**config.mk**
```make
export PLATFORM = sky130hd
export DESIGN_NAME = fifo_word_unpacker
export DESIGN_NICKNAME = d
export VERILOG_FILES = /design/src/rtl/fifo_word_unpacker.sv
export SDC_FILE = /design/constraint.sdc
export NUM_CORES = 1
export LEC_CHECK = 0
export BUFFER_PORTS_ARGS = -buffer_cell sky130_fd_sc_hd__buf_2
export CAP_MARGIN = 0
export CORE_MARGIN = 10
export CORE_UTILIZATION = 40
export DETAILED_ROUTE_END_ITERATION = 12
export HOLD_SLACK_MARGIN = 0.05
export PLACE_DENSITY_LB_ADDON = 0.1
export SETUP_SLACK_MARGIN = 0.05
export SYNTH_ARGS = -nofsm -noshare
export SYNTH_HDL_FRONTEND = slang
export SYNTH_SLANG_ARGS = --single-unit
```
**constraint.sdc**
```tcl
create_clock -name clk -period 2.42 [get_ports clk]
set_clock_uncertainty 0.1 [all_clocks]
set_input_delay 0.242 -clock clk [delete_from_list [all_inputs] [get_ports clk]]
set_output_delay 0.242 -clock clk [all_outputs]
set_load 0.05 [all_outputs]
```
**src/rtl/fifo_word_unpacker.sv**
```systemverilog
// fifo_word_unpacker: splits 32-bit words (1..4 valid bytes, LSB first) into
// single-byte writes for an 8-bit FIFO, honouring the FIFO full flag. Keeps a
// running count of written bytes and pulses err_len on malformed lengths.
module fifo_word_unpacker #(
    parameter int CNT_W = 16
) (
    input  logic             clk,
    input  logic             rst,
    input  logic [31:0]      in_data,
    input  logic [2:0]       in_nbytes,
    input  logic             in_valid,
    output logic             in_ready,
    input  logic             fifo_full,
    output logic             fifo_wn,
    output logic [7:0]       fifo_din,
    output logic             err_len,
    output logic [CNT_W-1:0] bytes_written
);

    typedef enum logic {
        IDLE = 1'b0,
        SEND = 1'b1
    } state_t;

    state_t             state_q, state_d;
    logic [31:0]        shreg_q, shreg_d;
    logic [2:0]         remain_q, remain_d;
    logic               err_q, err_d;
    logic [CNT_W-1:0]   cnt_q, cnt_d;
    logic               accept;

    // Lengths above 4 are clamped to a full word; zero means nothing to send.
    function automatic logic [2:0] eff_len(input logic [2:0] n);
        logic [2:0] r;
        case (n)
            3'd0:                      r = 3'd0;
            3'd1, 3'd2, 3'd3, 3'd4:    r = n;
            default:                   r = 3'd4;
        endcase
        return r;
    endfunction

    // A length is malformed when it is zero or exceeds four bytes.
    function automatic logic len_illegal(input logic [2:0] n);
        return (n == 3'd0) || (n > 3'd4);
    endfunction

    // Handshake and write strobes; ready early on the last byte allows back-to-back words.
    always_comb begin
        fifo_wn  = (state_q == SEND) && !fifo_full;
        in_ready = (state_q == IDLE) ||
                   ((state_q == SEND) && (remain_q == 3'd1) && !fifo_full);
        accept   = in_valid && in_ready;
        fifo_din = shreg_q[7:0];
        err_len  = err_q;
        bytes_written = cnt_q;
    end

    // Next-state: drain one byte per write, and a new word overrides the drain on accept.
    always_comb begin
        state_d  = state_q;
        shreg_d  = shreg_q;
        remain_d = remain_q;
        cnt_d    = cnt_q;
        err_d    = 1'b0;

        if (fifo_wn) begin
            shreg_d  = shreg_q >> 8;
            remain_d = remain_q - 3'd1;
            cnt_d    = cnt_q + CNT_W'(1);
            if (remain_q == 3'd1) begin
                state_d = IDLE;
            end
        end

        if (accept) begin
            shreg_d  = in_data;
            remain_d = eff_len(in_nbytes);
            err_d    = len_illegal(in_nbytes);
            state_d  = (eff_len(in_nbytes) == 3'd0) ? IDLE : SEND;
        end
    end

    // State register; reset drops any partially sent word.
    always_ff @(posedge clk) begin
        if (rst) begin
            state_q  <= IDLE;
            shreg_q  <= '0;
            remain_q <= '0;
            err_q    <= 1'b0;
            cnt_q    <= '0;
        end else begin
            state_q  <= state_d;
            shreg_q  <= shreg_d;
            remain_q <= remain_d;
            err_q    <= err_d;
            cnt_q    <= cnt_d;
        end
    end

endmodule

```
==> impl_summary.log <==
INFO  metric cap_viol_max_count = 0
INFO  metric setup_viol = 0
INFO  metric number_of_buffers_on_the_longest_clock_path = 2
INFO  metric cts_root_buffer = sky130_fd_sc_hd__clkbuf_8
INFO  metric design.final.nets = 386
INFO  metric netlist.area_leader.share = 0.4309
INFO  metric placement.io_buffers = 65
INFO  metric synth_ff_type = sky130_fd_sc_hd__dfxtp_1
INFO  metric initial_utilization = 0.4134
INFO  metric combined_flip_flop_and_latch_cell_area = 0.001061 sq mm
INFO  metric placedInstanceArea = 0.002754 sq mm
INFO  metric ys_ff_latch = 53
INFO  metric layout-drive-gt1-share = 0.2442
INFO  metric fin_total_pwr = 1728 uW
INFO  metric grt_pass1_vias = 2116
INFO  metric resized_after_cts = 0
INFO  metric numCtsBuffers = 5
INFO  metric htree_levels = 2
INFO  metric leakagePower = 0.001162 uW
INFO  metric finalHoldViolations = 0
INFO  metric n_antenna_cell = 0
INFO  metric grt_max_degree = 63
INFO  metric worst-r2r-setup-slack = 0.72 ns
INFO  metric hp-class = in -> reg
INFO  metric critical_path.cell_chain = nand2b_1 > inv_2 > buf_2
INFO  metric final_cycle_utilization_of_the_critical_path = 0.8366
INFO  metric synth_mux_area_frac = 0.01982
INFO  metric detail_route.first_pass.iterations = 4
INFO  metric timing.hold.ws = 0.07716 ns
INFO  metric cts_hold_repair.buffers = 0
INFO  metric post-dp-hpwl = 4155 um
INFO  metric synth-compound-area-share = 0.1306
INFO  metric power_density = 608.9 mW/mm^2
INFO  metric die_h = 98.46 um
INFO  metric max_freq = 494.0 MHz
INFO  metric global_route.usage.total = 0.1218
INFO  metric timing.setup.critical_path_class = reg -> out
INFO  metric worst_slew_margin_rel = 0.5853
INFO  metric synth_cell_type_count = 37
INFO  metric critical_path_required = 2.08 ns
INFO  metric fin_setup_tns = 0 ns
INFO  metric synth_edf_count = 0
INFO  metric routed_wire_length_per_instance = 14.31 um
INFO  metric remaining_drc_errors = 0
INFO  metric multiInputGateArea = 0.001216 sq mm
INFO  metric timing.hold.worst.start = in_data[28]
INFO  metric area_growth_syn_to_fin = 15.24%
INFO  metric layout_min_cycle_time = 2.024 ns
INFO  metric timing.rr.start = remain_q[1]
INFO  metric floorplan.io_pins = 66
INFO  metric worstPathMaxFanout = 32
INFO  metric route.vias.total = 2120
INFO  metric drt_first_iter_violations = 122
INFO  metric synth_seq_area_share = 0.4309
INFO  metric postCtsSetupRepairBufs = 0
INFO  metric synth-simple-area-share = 0.2693
INFO  metric setup.worst_path.end_class = primary output
INFO  metric slew_viols_final = 0
INFO  metric hold_path_depth = 3
INFO  metric postSynthAreaPerCell = 8.319 sq um
INFO  metric tightest_slew = 0.6221 ns
INFO  metric synth-async-reset-ratio = 0
INFO  metric clock_tree_from_tritoncts = yes
INFO  metric run_status = finished, final reports clean
INFO  metric placement_rows = 28
INFO  metric timing.critical_path.from_type = flop
INFO  metric postRouteWirelength = 5997 um
INFO  metric clock_sink_count = 53
INFO  metric whs_endpoint = shreg_q[28]
INFO  metric grt_antenna_before_repair = 0
INFO  metric postRouteAntennaNets = 0
INFO  metric cp.arrival = 1.68 ns
INFO  metric final_design_area_no_fill = 0.002838 sq mm
INFO  metric crit_path_max_cell_delay = 0.46 ns
INFO  metric peakVddDrop = 0.0002724 V
INFO  metric critPathSlowestCell = sky130_fd_sc_hd__dfxtp_1
INFO  metric register_clock_pin_slew_on_the_reported_worst_setup_and_hold_paths = 0.09 ns
INFO  metric mappedNetlistNets = 339
INFO  metric rsz0062_at_grt = false
INFO  metric synth.most_common_cell = sky130_fd_sc_hd__nand2_1
INFO  metric grt_first_pass_wirelength = 10250 um
INFO  metric synth_xor_area_frac = 0.04980
INFO  metric post_drt_via_cell_ratio = 5.060
INFO  metric gp_congestion = 0.7482
INFO  metric synthAdderAreaFrac = 0.02439
INFO  metric design.core.area = 0.005956 sq mm
INFO  metric synth.area.top_cells = sky130_fd_sc_hd__dfxtp_1 (43%), sky130_fd_sc_hd__nand2_1 (9.8%), sky130_fd_sc_hd__a311oi_1 (8.5%)
INFO  metric synthesis.instances = 296
INFO  metric synth_top_cells_by_count = sky130_fd_sc_hd__nand2_1 (64), sky130_fd_sc_hd__dfxtp_1 (53), sky130_fd_sc_hd__nor2_1 (42)
INFO  metric clock_latency_of_the_later_clocked_register_in_the_worst_skew_pair = 0.30 ns
INFO  metric fill_cell_instance_count_of_the_final_layout = 629
INFO  metric die_x = 98.46 um
INFO  metric yosys_warnings = 0
INFO  metric yosys.area.top_type = sky130_fd_sc_hd__dfxtp_1
INFO  metric die-area = 0.009694 sq mm
INFO  metric crit-reg2reg-capture = shreg_q[14]
INFO  metric syn_area = 0.002462 sq mm
INFO  metric global_route.overflow_total = 0
INFO  metric ff2ff_path_depth = 7
INFO  metric largest_family_of_logic_cells_by_synthesized_area = simple AND/OR/NAND/NOR gates
## final cells by class
type | instances | share of cell area
Multi-Input combinational cell | 209 | 0.4286
Sequential cell | 53 | 0.3739
Timing Repair Buffer | 68 | 0.1270
Tap cell | 75 | 0.03307
Clock buffer | 7 | 0.02690
Inverter | 6 | 0.007937
Clock inverter | 1 | 0.002646
## kinds of logic (layout without fill, tap and decap cells)
kind of cell	count (synthesis)	in the layout
AO/OA/AOI/OAI	42	42
XOR/XNOR	14	14
buffers and inverters	34	82
flip-flops	53	53
adder cells (fa/ha/maj)	5	5
multiplexers	4	4
AND/OR/NAND/NOR	144	144
## routing by layer
metal	track usage	share of wire
met5	0	0
met4	0.03859	0.0063
met3	0.04399	0.069
met2	0.1805	0.43
met1	0.1600	0.49
## stage by stage
stage | util | setup WS (ns) | cells
after floorplan | - | 0.5485 | 296
after global placement | 0.4624 | 0.7288 | 411
after detailed placement | 0.4624 | 0.7133 | 411
after CTS | 0.4765 | 0.3630 | 419
after global routing | 0.4765 | 0.2459 | 419
final | 0.4765 | 0.3955 | 419
## power breakdown
part	switching [uW]	internal (uW)
clock	286	206
combinational	184	95.9
sequential	31.0	925
total	502	1230
## cells in the final DEF, fill, tap and decap left out, drive strengths merged
cell	synthesis	final
nor4	2	2
a211oi	2	2
and2	1	1
and4	1	1
nor3b	1	1
buf	22	68
mux2	4	4
nand3	14	14
clkbuf	6	7
nor3	3	3
nand4b	2	2
nand2b	1	1
nor2b	4	4
nor2	42	42
o21ai	2	2
xnor2	7	7
clkinvlp	0	1
o21a	1	1
a21oi	12	12
nand2	64	64
a311oi	24	24
ha	4	4
dfxtp	53	53
inv	6	6
and4b	2	2
xor2	7	7
maj3	1	1
o211ai	1	1
or2b	1	1
nand4	6	6
## worst max-delay path by stage
stage                                start           endpoint  slack (ns)  cells after the start
final                              state_q            fifo_wn        0.40                      3
after global routing               state_q            fifo_wn        0.25                      3
after CTS                          state_q            fifo_wn        0.36                      3
after detailed placement           state_q            fifo_wn        0.71                      3
after global placement           fifo_full            fifo_wn        0.73                      4
after floorplan           bytes_written[3]  bytes_written[15]        0.55                      4
## sequential cells by signal (all words and copies together), names as in the netlist
signal	cells
bytes_written	16
err_len	1
remain_q	3
state_q	1
shreg_q	32
## critical path: cells and delay by family, from the launching register on
| family | cells | cell delay (ns) |
|---|---|---|
| simple gates | 1 | 0.12 |
| flops | 1 | 0.46 |
| buf+inv | 2 | 0.80 |
Power figures use the tool's default switching activity.
